--- src/rtl/base_shift_pipe.sv ---
// Pipelined multi-mode barrel shifter (lsr/asr/ror/lsl) with valid/ready flow control.
// Port vectors are MSB-at-index-0; internally everything is handled by value.
module base_shift_pipe #(
    parameter int width  = 1,
    parameter int swidth = (width == 1) ? 1 : $clog2(width),
    parameter int stages = 1,
    parameter int twidth = 1
) (
    input  logic              clk,
    input  logic              reset,
    input  logic              i_v,
    output logic              i_r,
    input  logic [0:1]        i_mode,
    input  logic [0:swidth-1] i_samt,
    input  logic [0:width-1]  i_d,
    input  logic [0:twidth-1] i_tag,
    output logic              o_v,
    input  logic              o_r,
    output logic [0:width-1]  o_d,
    output logic [0:twidth-1] o_tag
);

    localparam logic [1:0] mode_lsr = 2'b00;
    localparam logic [1:0] mode_asr = 2'b01;
    localparam logic [1:0] mode_ror = 2'b10;
    localparam int base_n = swidth / stages;
    localparam int rem_n  = swidth % stages;

    logic [stages-1:0] v;
    logic [stages-1:0] v_in;
    logic [stages:0]   rdy;

    // One binary sub-shift by a positions; a is always a power of two below width
    // (or 1 when width==1), so rotation only needs a mod width.
    function automatic logic [width-1:0] sub_shift(input logic [width-1:0] x,
                                                   input logic [1:0] m,
                                                   input logic sg,
                                                   input int a);
        logic [2*width-1:0] dbl;
        logic [width-1:0]   fill;
        int                 ar;
        ar   = a % width;
        dbl  = {x, x} >> ar;
        fill = ~({width{1'b1}} >> a);
        case (m)
            mode_lsr: sub_shift = x >> a;
            mode_asr: sub_shift = (x >> a) | (fill & {width{sg}});
            mode_ror: sub_shift = dbl[width-1:0];
            default:  sub_shift = x << a;
        endcase
    endfunction

    always_comb begin
        rdy = '0;
        rdy[stages] = o_r;
        for (int k = stages - 1; k >= 0; k--) begin
            rdy[k] = ~v[k] | rdy[k+1];
        end
    end

    always_comb begin
        v_in    = '0;
        v_in[0] = i_v;
        for (int k = 1; k < stages; k++) begin
            v_in[k] = v[k-1];
        end
    end

    always_ff @(posedge clk) begin
        if (reset) begin
            v <= '0;
        end else begin
            for (int k = 0; k < stages; k++) begin
                if (rdy[k]) v[k] <= v_in[k];
            end
        end
    end

    for (genvar k = 0; k < stages; k++) begin : g_stage
        // Earlier stages take one extra sub-shift when swidth does not divide evenly.
        localparam int n_k = base_n + ((k < rem_n) ? 1 : 0);
        localparam int j0  = k * base_n + ((k < rem_n) ? k : rem_n);

        logic [width-1:0]  d_in, x, d_q;
        logic [1:0]        m_in, m_q;
        logic [swidth-1:0] s_in, s_q;
        logic              sg_in, sg_q;
        logic [twidth-1:0] t_in, t_q;

        if (k == 0) begin : g_src
            assign d_in  = i_d;
            assign m_in  = i_mode;
            assign s_in  = i_samt;
            assign sg_in = i_d[0];
            assign t_in  = i_tag;
        end else begin : g_src
            assign d_in  = g_stage[k-1].d_q;
            assign m_in  = g_stage[k-1].m_q;
            assign s_in  = g_stage[k-1].s_q;
            assign sg_in = g_stage[k-1].sg_q;
            assign t_in  = g_stage[k-1].t_q;
        end

        always_comb begin
            x = d_in;
            for (int j = j0; j < j0 + n_k; j++) begin
                if (s_in[j]) x = sub_shift(x, m_in, sg_in, 1 << j);
            end
        end

        always_ff @(posedge clk) begin
            if (rdy[k]) begin
                d_q  <= x;
                m_q  <= m_in;
                s_q  <= s_in;
                sg_q <= sg_in;
                t_q  <= t_in;
            end
        end
    end

    assign i_r   = rdy[0];
    assign o_v   = v[stages-1];
    assign o_d   = g_stage[stages-1].d_q;
    assign o_tag = g_stage[stages-1].t_q;

endmodule

--- config.mk ---
export PLATFORM = sky130hd
export DESIGN_NAME = base_shift_pipe
export DESIGN_NICKNAME = d
export VERILOG_FILES = /design/src/rtl/base_shift_pipe.sv
export SDC_FILE = /design/constraint.sdc
export NUM_CORES = 1
export LEC_CHECK = 0
export ABC_AREA = 1
export CORE_AREA = 2 2 39 41
export DETAILED_ROUTE_END_ITERATION = 6
export DIE_AREA = 0 0 41 43
export GPL_TIMING_DRIVEN = 0
export PLACE_DENSITY_LB_ADDON = 0.2
export REMOVE_ABC_BUFFERS = 1
export SYNTH_ARGS = -nofsm -noshare
export SYNTH_HDL_FRONTEND = slang
export SYNTH_SLANG_ARGS = --single-unit
--- constraint.sdc ---
create_clock -name clk -period 0.8 [get_ports clk]
set_clock_uncertainty 0.15 [all_clocks]
set_input_delay 0.2 -clock clk [delete_from_list [all_inputs] [get_ports clk]]
set_output_delay 0.2 -clock clk [all_outputs]
set_load 0.1 [all_outputs]
==> impl_summary.log <==
[metrics] highest-count cells in the layout ignoring fill and taps: inv_1 (4), nand2_1 (3), clkbuf_4 (3), dlygate4sd2_1 (3), clkdlybuf4s50_1 (3)
[metrics] largest area contributor in the netlist: edfxtp_1
[metrics] post-synthesis instance total: 14
[metrics] share of the synthesized area in the top cell type: 0.485
[metrics] Slew HR: 0.866
[metrics] clock sink count: 3
[metrics] crit start category: flip-flop
[metrics] vias per std cell: 3.19
[metrics] Routed WL: about 430 um
[metrics] floorplan row count: 14
[metrics] origin of the worst setup path: o_v$_SDFFE_PP0P_
[metrics] count of cell types in the netlist: 6
[metrics] chain of cells forming the critical path: nand2_4, buf_12
[metrics] CTS Root Buffer Type: clkbuf_4
[metrics] failing checks: setup timing
[metrics] area delta synth->final: 156%
[metrics] run status: finished, violations left
[metrics] Total Nets Final: 41
[metrics] overall die height: approximately 43 um
[metrics] I/O pin total: 13
[metrics] first-pass iteration count of the detailed router: 4
[metrics] first-iteration detailed-routing DRC count: 2
[metrics] diode count: 0
[metrics] Critical Path RT: around 0.45 ns
[metrics] Final WS setup: -0.379 ns
[metrics] wire per inst: around 9 um
[metrics] via count of the first global-routing pass: roughly 140
[metrics] Initial Util: 0.0895
[metrics] final count of negative-setup-slack endpoints: 7
[metrics] clock network latency to the later pin of the worst-skew pair: around 0.24 ns
[metrics] detailed placer's ending HPWL: 276 um
[metrics] Congestion Overflow GR: 0
[metrics] port bufs: 12
[metrics] TritonCTS clock tree: yes
[metrics] Setup crit end kind: output port
[metrics] pre-CTS WS: -1.54 ns
[metrics] slew at the pin closest to its max-slew limit: 0.202 ns
[metrics] beginning of the worst hold path: i_d
[metrics] cell area power density: 2070 mW/mm2
[metrics] maximum frequency from static timing analysis: between 800 and 900 MHz
[metrics] Post-Route Setup TNS: -1.91 ns
[metrics] max-slew violation total from the final report: 0
[metrics] VDD IR-drop max: around 0.00024 V
[metrics] maxcap violations: 0
[metrics] Seq/Total Area, Yosys: 0.646
[metrics] post-route fraction of the period consumed by the critical path: 1.47
[metrics] wire length of the first global-routing pass: between 400 and 500 um
[metrics] GP Congestion: around 0.46
[metrics] synthesized area per cell: approximately 9 um2
[metrics] number of CTS-inserted buffers: 3
[metrics] total of warnings raised by yosys: 0
[metrics] antenna violations before repair: 0
[metrics] level count of the clock H-tree: 1
[metrics] pin count of the biggest net entering global routing: 4
[metrics] Leak: 0.000161 uW
[metrics] clk slew on worst S/H paths: around 0.04 ns
[metrics] cell area after technology mapping: ~120 um2
[metrics] GR Util All Layers: 0.0491
[metrics] DR DRC count: 0
[metrics] critical-path cell with the highest stage delay: dfxtp_4
[metrics] Critical Path Max Stage Delay: around 0.35 ns
[metrics] Die Area: 0.00176 mm2
[metrics] remaining number of nets flagged by the antenna check after routing: 0
[metrics] register bit count reported by yosys: 3
[metrics] fin crit period: between 1 and 1.5 ns
[metrics] data arrival at the endpoint of the critical path: 0.83 ns
[metrics] Reg2Reg Launch Point: o_v$_SDFFE_PP0P_
[metrics] critical path fanouts, max: 2
[metrics] Longest Clk Path Bufs: 2
[metrics] Worst Path Class, Setup: reg -> out
[metrics] fraction of layout cells with a size suffix above 1: 0.452
[metrics] area inside the core boundary: 0.00138 mm2
[metrics] die boundary width: slightly above 40 um
[metrics] count of hold-fix buffers inserted at cts: 0
[metrics] vias after detailed routing: 150
[metrics] unrepaired setup endpoints after global routing: yes
[metrics] number of hold violations in the final report: 0
[metrics] leading cell types by total area after synthesis: edfxtp_1 (48%), dfxtp_1 (16%), inv_1 (15%), nand2_1 (12%), a21oi_1 (4.0%)
[metrics] most frequent standard cell in the layout excluding fill and tap cells: inv_1
[metrics] worst min-delay path class: in -> reg
path summary, 6_finish.rpt:
kind,endpoint,slack [ns],cells after the start
worst max-delay path,i_r,-0.38,2
worst min-delay path,o_d$_DFFE_PP_,0.19,3
worst max register to register,o_tag$_DFFE_PP_,-0.19,2
worst min register to register,o_v$_SDFFE_PP0P_,0.48,3
synthesized netlist by cell type, drive strengths merged:
library cell and number:
edfxtp 2, dfxtp 1, nand3 1, inv 5
a21oi 1, nand2 4
critical path: cells and delay by family, from the launching register on:
family	cells	cell delay, ns
buffers and inverters	1	0.17
flip-flops	1	0.35
AND/OR/NAND/NOR	1	0.07
cell families (layout without fill, tap and decap cells):
logic type,count (synthesis),count (layout),synth area share
AND/OR/NAND/NOR,5,5,0.162
flip-flops,3,3,0.646
buffers and inverters,5,22,0.152
AO/OA/AOI/OAI,1,1,0.0404
routing by layer:
layer	GRT usage	share of wire	routed length [um]	up-vias
met1	0.0321	0.32	140	63
li1	-	-	-	74
met4	0.0600	0	0	0
met2	0.0813	0.53	228	13
met5	0	0	0	-
met3	0.0209	0.15	65	0
registers in the layout, summed over array words and instances (netlist names):
register  cells
o_v           1
o_tag         1
o_d           1
per-stage QoR:
stage	util	hold slack [ns]	power (uW)	instances	area [um2]
after floorplan	-	0.119	300	14	124
after global placement	0.191	0.401	365	42	264
after detailed placement	0.191	0.430	367	42	264
after CTS	0.234	0.183	670	47	324
after global routing	0.229	0.224	691	47	317
final	0.229	0.192	656	47	317
area by class of cell:
type / instances / area (um2)
Inverter: 5 / 18.8
Timing Repair Buffer: 13 / 131
Tap cell: 16 / 20.0
Sequential cell: 3 / 83.8
Multi-Input combinational cell: 6 / 36.3
Fill cell: 153 / 1070
Clock buffer: 4 / 26.3
repair_timing:
action                                  CTS  global route
endpoints found under the setup margin    8             8
setup buffers                             1             0
gates resized for setup                  43             3
pin swaps                                 4             1
gates cloned                              0             0
report_power, final:
part           switching, uW  internal, uW  total (uW)
registers               8.29           178         186
logic                    127          67.1         194
clock network           88.0           188         276
(Power assumes the default switching activity.)
